--- config.mk ---
export PLATFORM = sky130hd
export DESIGN_NAME = nibble_serial_adder
export DESIGN_NICKNAME = d
export VERILOG_FILES = /design/src/rtl/nibble_serial_adder.sv
export SDC_FILE = /design/constraint.sdc
export NUM_CORES = 1
export LEC_CHECK = 0
export BUFFER_PORTS_ARGS = -buffer_cell sky130_fd_sc_hd__buf_2
export CAP_MARGIN = 15
export CELL_PAD_IN_SITES_DETAIL_PLACEMENT = 2
export CELL_PAD_IN_SITES_GLOBAL_PLACEMENT = 2
export CORE_MARGIN = 8
export CORE_UTILIZATION = 33
export DETAILED_ROUTE_END_ITERATION = 12
export GPL_ROUTABILITY_DRIVEN = 0
export PLACE_DENSITY = 0.82
export SYNTH_ARGS = -nofsm -noshare
export SYNTH_HDL_FRONTEND = slang
export SYNTH_SLANG_ARGS = --single-unit
--- constraint.sdc ---
create_clock -name clk -period 3.05 [get_ports clk]
set_clock_uncertainty 0.05 [all_clocks]
set_input_delay 0.305 -clock clk [delete_from_list [all_inputs] [get_ports clk]]
set_output_delay 0.305 -clock clk [all_outputs]
set_load 0.05 [all_outputs]
--- src/rtl/nibble_serial_adder.sv ---
// Multi-cycle WIDTH-bit adder: streams one nibble pair per clock through a single
// 4-bit ripple-carry adder, carrying between passes through a registered carry.

module ripple_carry_adder (
    input  logic [3:0] a,
    input  logic [3:0] b,
    input  logic       cin,
    output logic [3:0] sum,
    output logic       cout
);

    logic carry;

    always_comb begin
        sum   = '0;
        carry = cin;
        for (int unsigned i = 0; i < 4; i++) begin
            sum[i] = a[i] ^ b[i] ^ carry;
            carry  = (a[i] & b[i]) | (carry & (a[i] ^ b[i]));
        end
        cout = carry;
    end

endmodule

module nibble_serial_adder #(
    parameter int unsigned WIDTH = 16
) (
    input  logic             clk,
    input  logic             rst_n,
    input  logic             in_valid,
    output logic             in_ready,
    input  logic [WIDTH-1:0] a,
    input  logic [WIDTH-1:0] b,
    input  logic             cin,
    output logic             out_valid,
    input  logic             out_ready,
    output logic [WIDTH-1:0] sum,
    output logic             cout,
    output logic             overflow
);

    localparam int unsigned NIBBLES = WIDTH / 4;
    localparam int unsigned CW = $clog2(NIBBLES);
    localparam logic [CW-1:0] LAST = CW'(NIBBLES - 1);

    typedef enum logic [1:0] {IDLE, RUN, DONE} state_t;

    state_t state, next_state;

    logic [WIDTH-1:0] a_sh, b_sh;
    logic [WIDTH-5:0] res;
    logic [CW-1:0]    cnt;
    logic             carry;
    logic             a_msb, b_msb;
    logic [3:0]       nib_sum;
    logic             nib_cout;
    logic             accept, last;

    ripple_carry_adder u_rca (
        .a    (a_sh[3:0]),
        .b    (b_sh[3:0]),
        .cin  (carry),
        .sum  (nib_sum),
        .cout (nib_cout)
    );

    always_comb begin
        next_state = state;
        accept     = 1'b0;
        last       = 1'b0;
        case (state)
            IDLE: if (in_ready && in_valid) begin
                accept     = 1'b1;
                next_state = RUN;
            end
            RUN: if (cnt == LAST) begin
                last       = 1'b1;
                next_state = DONE;
            end
            DONE: if (out_ready) next_state = IDLE;
            default: next_state = IDLE;
        endcase
    end

    always_ff @(posedge clk) begin
        if (!rst_n) state <= IDLE;
        else        state <= next_state;
    end

    // Handshake flags track the next state so they stay registered, yet in_ready
    // is held low for the reset cycle itself.
    always_ff @(posedge clk) begin
        if (!rst_n) begin
            in_ready  <= 1'b0;
            out_valid <= 1'b0;
        end else begin
            in_ready  <= (next_state == IDLE);
            out_valid <= (next_state == DONE);
        end
    end

    always_ff @(posedge clk) begin
        if (!rst_n) begin
            a_sh     <= '0;
            b_sh     <= '0;
            res      <= '0;
            cnt      <= '0;
            carry    <= 1'b0;
            a_msb    <= 1'b0;
            b_msb    <= 1'b0;
            sum      <= '0;
            cout     <= 1'b0;
            overflow <= 1'b0;
        end else if (accept) begin
            a_sh  <= a;
            b_sh  <= b;
            carry <= cin;
            a_msb <= a[WIDTH-1];
            b_msb <= b[WIDTH-1];
            cnt   <= '0;
        end else if (state == RUN) begin
            // res keeps only the earlier nibbles; the last one goes straight to sum.
            res   <= (WIDTH-4)'({nib_sum, res} >> 4);
            carry <= nib_cout;
            a_sh  <= a_sh >> 4;
            b_sh  <= b_sh >> 4;
            cnt   <= cnt + 1'b1;
            if (last) begin
                sum      <= {nib_sum, res};
                cout     <= nib_cout;
                overflow <= (a_msb == b_msb) && (nib_sum[3] != a_msb);
            end
        end
    end

endmodule

# Word-level counts from Yosys, hierarchy flattened

Cells that the tools add are included.

Register bits: 71
Bits of input ports: 37
Logic and storage cells: 64

Add/subtract/negate cells: 1
Eq/ne operators: 6
Mux-type cells: 14
Bitwise logic cells: 22
Reductions and logical operators: 8

Operators with widths:

| cell                                                             | number |
|---|---|
| 16-bit two-way mux                                               | 4 |
| 1-bit bitwise AND                                                | 8 |
| 1-bit XOR                                                        | 8 |
| 2-bit == test (second input constant)                            | 3 |
| 1-bit two-way mux                                                | 6 |
| 2-bit two-way mux                                                | 3 |
| 2-bit case mux with 3 select lines                               | 1 |
| 2-bit logical NOT                                                | 2 |
| 1-bit bitwise OR                                                 | 4 |
| 3-bit AND reduction                                              | 1 |
| 2-bit by 1-bit adder with 2-bit output (second input constant)   | 1 |
| 2-bit by 1-bit == test with 1-bit output (second input constant) | 1 |
| 1-bit logical AND                                                | 2 |
| 1-bit NOT                                                        | 2 |
| 2-bit AND reduction                                              | 1 |
| 2-bit nonzero test                                               | 1 |
| 2-bit OR reduction                                               | 1 |
| 1-bit == test                                                    | 1 |
| 1-bit inequality test                                            | 1 |

# Logic depth before layout (Yosys ltp)

Gate-level depths: netlist of the first run.

Depth in word-level cells: 11
Mapped depth: 9
Mapped depth without buffers: 9

# Hierarchy

From an unflattened synthesis of the first run, not the netlist that was laid out.

Cells, all modules: 342
Area, all modules: 2912.8 sq um

By module, submodules not included:

| module              | instances | cells an instance | area an instance (sq um) | sequential area each (sq um) |
|---|---|---|---|---|
| nibble_serial_adder | 1         | 328               | 2795.2                   | 1421.4 |
| ripple_carry_adder  | 1         | 14                | 117.6                    | 0.0 |

# Least setup slack after synthesis of the first run

Ideal clock, no wire load.

Path kind: reg2reg
From: reg a_sh[0]
To: reg overflow
Arrival: 2.265 ns
Path slack: 0.661 ns
Stages on the path, launching flop included: 10
Clock period less this slack: 2.389 ns
Cell sequence: dfxtp_1 > fa_1 > inv_1 > fa_1 > inv_1 > fa_1 > inv_1 > fa_1 > or3_1 > a31oi_1

Longest elaborated chain between the ends: 10
Elaborated cells between the ends (all ways): 11

Ends and longest elaborated chain:

| element                 | line | text |
|---|---|---|
| start, declared         | 51   | `logic [WIDTH-1:0] a_sh, b_sh;` |
| start signal, assigned  | 126  | `a_sh <= a_sh >> 4;` |
| 1-bit XOR               | 19   | `carry = (a[i] & b[i]) \| (carry & (a[i] ^ b[i]));` |
| 1-bit bitwise AND       | 19   |  |
| 1-bit bitwise OR *      | 19   |  |
| 1-bit bitwise AND *     | 19   |  |
| 1-bit bitwise OR *      | 19   |  |
| 1-bit bitwise AND *     | 19   |  |
| 1-bit bitwise OR *      | 19   |  |
| 1-bit XOR *             | 18   | `sum[i] = a[i] ^ b[i] ^ carry;` |
| 1-bit inequality test * | 132  | `overflow <= (a_msb == b_msb) && (nib_sum[3] != a_msb);` |
| 1-bit logical AND *     | 132  |  |
| end signal, assigned    | 132  |  |
| end, declared           | 40   | `output logic overflow` |

Every way passes the cells marked *; elsewhere a longest branch is shown, timed or not.
A chain may end at the register's enable or synchronous reset.

# Worst setup path in the final report of the first run

Ends and elaborated chain as after synthesis.

==> impl_metrics.json, run 1 <==
{
  "status": "finished clean",
  "io_buffers": 56,
  "initial_utilization_pct": 34.1,
  "viasPerCell": 5.01,
  "crit_fanout": 4,
  "postSynthAreaPerCell_um2": 8.87,
  "finalHoldViolations": 0,
  "multi_input_area_um2": 1370,
  "wl_per_cell_um": 15.5,
  "yosys.area_share.simple_pct": 16.2,
  "grt_use_total_pct": 12.9,
  "synth_top_family_by_area": "compound AO/OA/AOI/OAI gates",
  "p_per_area_nw_per_um2": 585,
  "regArea_um2": 1420,
  "post_dp_cell_area_um2": 3280,
  "antenna_found_initial": 0,
  "yosysSeqAreaShare_pct": 47.8,
  "clk_latency_ns": 0.34,
  "finalInstanceArea_um2": 3510,
  "ant_nets": 0,
  "worst_pin_slew_ns": 0.859,
  "area_delta_synth_final_pct": 18.1,
  "netlist_instances": 335,
  "muxShareOfSynthArea_pct": 0,
  "crit_chain": "fa_1, inv_1, fa_1, inv_1, fa_1, inv_1, fa_1, or3_1, a31oi_1",
  "fin_crit_sh_pct": 83.9,
  "fp.dieArea_um2": 12300,
  "cts_tree": "done",
  "slew_headroom_pct": 42.7,
  "min_path_type": "input port to flip-flop",
  "drt_iter0_markers": 59,
  "synth.distinct_cells": 35,
  "synth_xor_area_share_pct": 0.295,
  "total_power_uw": 2050,
  "antennaDiodeCount": 0,
  "cts_made_buffers": 9,
  "cts_setup_buffers": 0,
  "critPathMaxStageDelay_ns": 0.46,
  "setup_violations": 0,
  "drc": 0,
  "maxSlewViolCount": 0,
  "clkSlewWorstSetupHoldPaths_ns": 0.08,
  "rows": 34,
  "cp_common_cell": "fa_1",
  "drive_gt1_share_pct": 24.0,
  "crit_family": "adder cells",
  "drt_pass1_iterations": 3,
  "die_w_um": 111,
  "path_class": "flip-flop to flip-flop",
  "post-route-min-period_ns": 2.56,
  "synth_area_um2": 2970,
  "die_h_um": 111,
  "power_leakage_uw": 0.00136,
  "ir_drop_mv": 0.209,
  "cp-end-kind": "flip-flop",
  "grt_first_pass_wirelength_um": 13200,
  "critPathBufInv": 3,
  "critPathLaunchType": "flip-flop",
  "coreArea_um2": 8720,
  "holdBufCountCts": 0,
  "io_pins": 57,
  "h-tree-depth": 3,
  "dp.final_hpwl_um": 5260,
  "grt_max_degree": 57,
  "clockBufferDepth": 2,
  "ys_ff_latch": 71,
  "postCtsResizedCells": 0,
  "rsz0062_at_grt": "false",
  "yosysWarnings": 0,
  "max_freq_ghz": 0.391,
  "drv_cap": 0,
  "critPathRequiredTime_ns": 3.27,
  "cts_sinks": 71,
  "syn_nets": 377,
  "grt_overflow": 0,
  "arrival_ns": 2.78,
  "final_nets": 421,
  "grt_pass1_vias": 2754,
  "clock-root-buffer": "clkbuf_8",
  "vias": 2466,
  "synthAdderAreaFrac_pct": 3.12,
  "wl_um": 7620,
  "fillers": 985,
  "fin_tns_setup_ns": 0,
  "synth_compound_area_share_pct": 25.7,
  "critical_path.slowest_cell": "fa_1"
}
cell usage in the layout (no fill, tap or decap), types with 4 or more instances in the layout:
cell type	n
o211a_1	5
buf_2	56
a21boi_0	19
o21ai_0	18
a21boi_1	20
a22oi_2	6
fa_1	4
inv_1	7
dfxtp_1	71
nand2_1	80
a21boi_2	4
buf_4	6
clkbuf_8	11
a21oi_1	33
nand3_1	18
worst register-to-register path, cell delays in order (launching register included):
cell and delay (ns):
dfxtp_1 0.33, fa_1 0.43, inv_1 0.08, fa_1 0.16
inv_1 0.05, fa_1 0.35, inv_1 0.07, fa_1 0.46
or3_1 0.33, a31oi_1 0.16
synth_stat cells:
cell type	number	area, µm²
nor2b_1	1	6.26
a31oi_1	1	6.26
o21a_1	2	15.0
a2bb2oi_1	1	8.76
nor2_1	1	3.75
buf_2	12	60.1
o21ai_0	18	90.1
nand3_1	18	90.1
and2_1	1	6.26
or3_1	1	6.26
nand2_2	2	12.5
a22oi_2	6	75.1
nand4bb_1	1	11.3
nor3_1	1	5.00
a21boi_1	20	150
xnor2_1	1	8.76
fa_1	4	80.1
nor4bb_1	1	10.0
nand2b_1	1	6.26
dfxtp_1	71	1420
a22oi_1	2	15.0
a21boi_2	4	45.0
o211a_1	5	50.1
nor3b_1	1	7.51
a21oi_1	33	165
nand2_1	80	300
and3b_1	1	8.76
buf_4	6	45.0
a21boi_0	19	143
ha_1	1	12.5
clkbuf_1	6	22.5
nand3b_1	1	7.51
clkbuf_2	1	5.00
inv_1	7	26.3
buf_6	4	45.0
registers in the layout, indices dropped and copies added, names as in the netlist:
name       flops
a_msb          1
a_sh          16
b_msb          1
b_sh          16
carry          1
cnt            2
cout           1
in_ready       1
out_valid      1
overflow       1
res           12
state          2
sum           16
report_power, final:
group	internal [µW]	switching (µW)	total [µW]	leakage (µW)
clock	504	355	859	0.000112
sequential	967	26.4	993	0.000577
combinational	81.8	118	200	0.000672
final timing paths:
check	slack, ns	cells past startpoint	endpoint	start
max	0.49	9	overflow	a_sh[0]
min	0.14	3	b_sh[12]	b[12]
max reg2reg	0.49	9	overflow	a_sh[0]
min reg2reg	0.41	2	sum[14]	sum[14]
per-layer routing:
metal | up-vias | track usage (%) | share of wire [%]
li1 | 1223 | - | -
met1 | 1184 | 14.0 | 44
met2 | 49 | 22.7 | 50
met3 | 10 | 4.11 | 4.7
met4 | 0 | 4.86 | 1.5
met5 | - | 0 | 0
cell families after synthesis:
| group | count (synthesis) |
|---|---|
| buffers and inverters | 36 |
| XOR/XNOR | 1 |
| adder cells (fa/ha/maj) | 5 |
| AO/OA/AOI/OAI | 111 |
| AND/OR/NAND/NOR | 111 |
| flip-flops | 71 |
final cells by class:
type	count	share of cell area, %
clock inverters	5	2.28
repair buffers	62	9.27
multi-input cells	228	39.0
flip-flops and latches	71	40.5
inverters	7	0.749
clock buffers	11	4.32
well taps	108	3.85
through the flow:
stage / cells / hold WS [ns] / util (%) / setup WS, ns
final: 492 / 0.139 / 40.2 / 0.491
after global routing: 492 / 0.139 / 40.2 / 0.408
after CTS: 492 / 0.120 / 40.2 / 0.472
after detailed placement: 476 / 0.400 / 37.6 / 0.487
after global placement: 476 / 0.389 / 37.6 / 0.600
after floorplan: 335 / 0.380 / - / 0.661
Power figures use the tool's default switching activity.
==> inputs of run 2 (changes only) <==
CORE_UTILIZATION = 29   (was 33)
PLACE_DENSITY = 0.77   (was 0.82)
clock period = 2.2 ns   (was 3.05 ns; I/O delays follow)
==> impl_metrics.json, run 2 (synthesis results as in run 1) <==
{
  "hold_slack_ns": 0.0550,
  "drive_gt1_share_pct": 26.9,
  "clock-root-buffer": "clkbuf_8",
  "min_to": "a_sh[13]",
  "cts_sinks": 71,
  "finalHoldViolations": 0,
  "critPathLaunchType": "flip-flop",
  "die_w_um": 117,
  "crit_fanout": 2,
  "final_core_util_pct": 35.3,
  "hp-start": "a[13]",
  "arrival_ns": 2.64,
  "clockBufferDepth": 2,
  "fp.dieArea_um2": 13700,
  "worst_pin_slew_ns": 0.617,
  "layout_common_cells": "nand2_1 (78), dfxtp_1 (70), buf_2 (56)",
  "failed_checks": "negative setup slack",
  "p_per_area_nw_per_um2": 747,
  "viasPerCell": 4.76,
  "cts_made_buffers": 9,
  "cts_tree": "done",
  "path_class": "flip-flop to flip-flop",
  "status": "finished with violations",
  "antenna_found_initial": 0,
  "top_regs": "a_sh x16, b_sh x16, sum x16",
  "power_leakage_uw": 0.00137,
  "r2r_slack_ns": -0.23,
  "vias": 2491,
  "post-route-min-period_ns": 2.43,
  "rsz0062_at_grt": "true",
  "fin_crit_sh_pct": 111,
  "rr_endpoint": "overflow",
  "ant_nets": 0,
  "cp-end-kind": "flip-flop",
  "grt_max_degree": 47,
  "grt_overflow": 0,
  "max_freq_ghz": 0.411,
  "clkSlewWorstSetupHoldPaths_ns": 0.08,
  "io_buffers": 56,
  "coreArea_um2": 10100,
  "io_pins": 57,
  "critPathRequiredTime_ns": 2.41,
  "holdPathStages": 3,
  "grt_first_pass_wirelength_um": 13400,
  "drv_cap": 0,
  "antennaDiodeCount": 0,
  "setup_violations": 3,
  "maxSlewViolCount": 0,
  "dp.final_hpwl_um": 5780,
  "initial_utilization_pct": 29.3,
  "finalInstanceArea_um2": 3580,
  "r2r-start": "carry",
  "slew_headroom_pct": 58.9,
  "setup_ws_ns": -0.233,
  "area_delta_synth_final_pct": 20.6,
  "rows": 37,
  "final_nets": 424,
  "min_path_type": "input port to flip-flop",
  "drt_pass1_iterations": 4,
  "die_h_um": 117,
  "drc": 0,
  "rr_worst_depth": 9,
  "grt_pass1_vias": 2762,
  "wl_per_cell_um": 15.4,
  "grt_use_total_pct": 12.5,
  "clk_latency_ns": 0.34,
  "wl_um": 8030,
  "drt_iter0_markers": 34,
  "layout_commonest_cell": "nand2_1",
  "post_dp_cell_area_um2": 3380,
  "ir_drop_mv": 0.262,
  "h-tree-depth": 3,
  "holdBufCountCts": 0
}
[run 2: metrics by stage]
stage | power [µW] | TNS (ns) | worst slack, ns | std cells
after floorplan | 1610 | -0.182 | -0.182 | 335
after global placement | 1690 | -0.210 | -0.190 | 507
after detailed placement | 1710 | -0.432 | -0.287 | 507
after CTS | 2740 | -0.539 | -0.238 | 524
after global routing | 2810 | -0.576 | -0.325 | 523
final | 2680 | -0.335 | -0.233 | 523
[run 2: layer usage]
layer	part of all wire, %	global-route usage [%]	wire length, µm
met3	5.1	4.10	412
met4	0.81	3.33	65
met5	0	0	0
met1	42	13.7	3410
met2	52	22.7	4150
[run 2: how the worst max path moves through the flow]
stage	from	end	cells after the start
4_1_cts	carry	overflow	9
6_report	carry	overflow	9
5_1_grt	carry	overflow	9
3_3_place_gp	carry	overflow	9
2_1_floorplan	carry	overflow	9
3_5_place_dp	carry	overflow	9
[run 2: area by class of cell]
| class | count | area [µm²] |
|---|---|---|
| timing repair buffer | 65 | 385 |
| sequential | 71 | 1420 |
| multi-input combinational | 228 | 1380 |
| tap | 136 | 170 |
| clock inverter | 2 | 12.5 |
| fill | 1151 | 6560 |
| clock buffer | 14 | 183 |
| inverter | 7 | 26.3 |
[run 2: power by group]
part / switching (µW) / internal [µW]
clock network: 468 / 532
registers: 37.5 / 1340
logic: 171 / 126
[run 2: timing repair]
item,4_1_cts,5_1_grt
pin swaps,3,0
setup endpoints to repair,3,3
setup buffers,1,0
gates resized for setup,4,0
[run 2: worst max-delay path, stage by stage (launching register included)]
cell and delay, ns:
dfxtp_2 0.34, fa_2 0.38, inv_2 0.06, fa_2 0.20
inv_2 0.04, fa_2 0.33, inv_2 0.06, fa_1 0.41
or3_1 0.33, a31oi_1 0.17
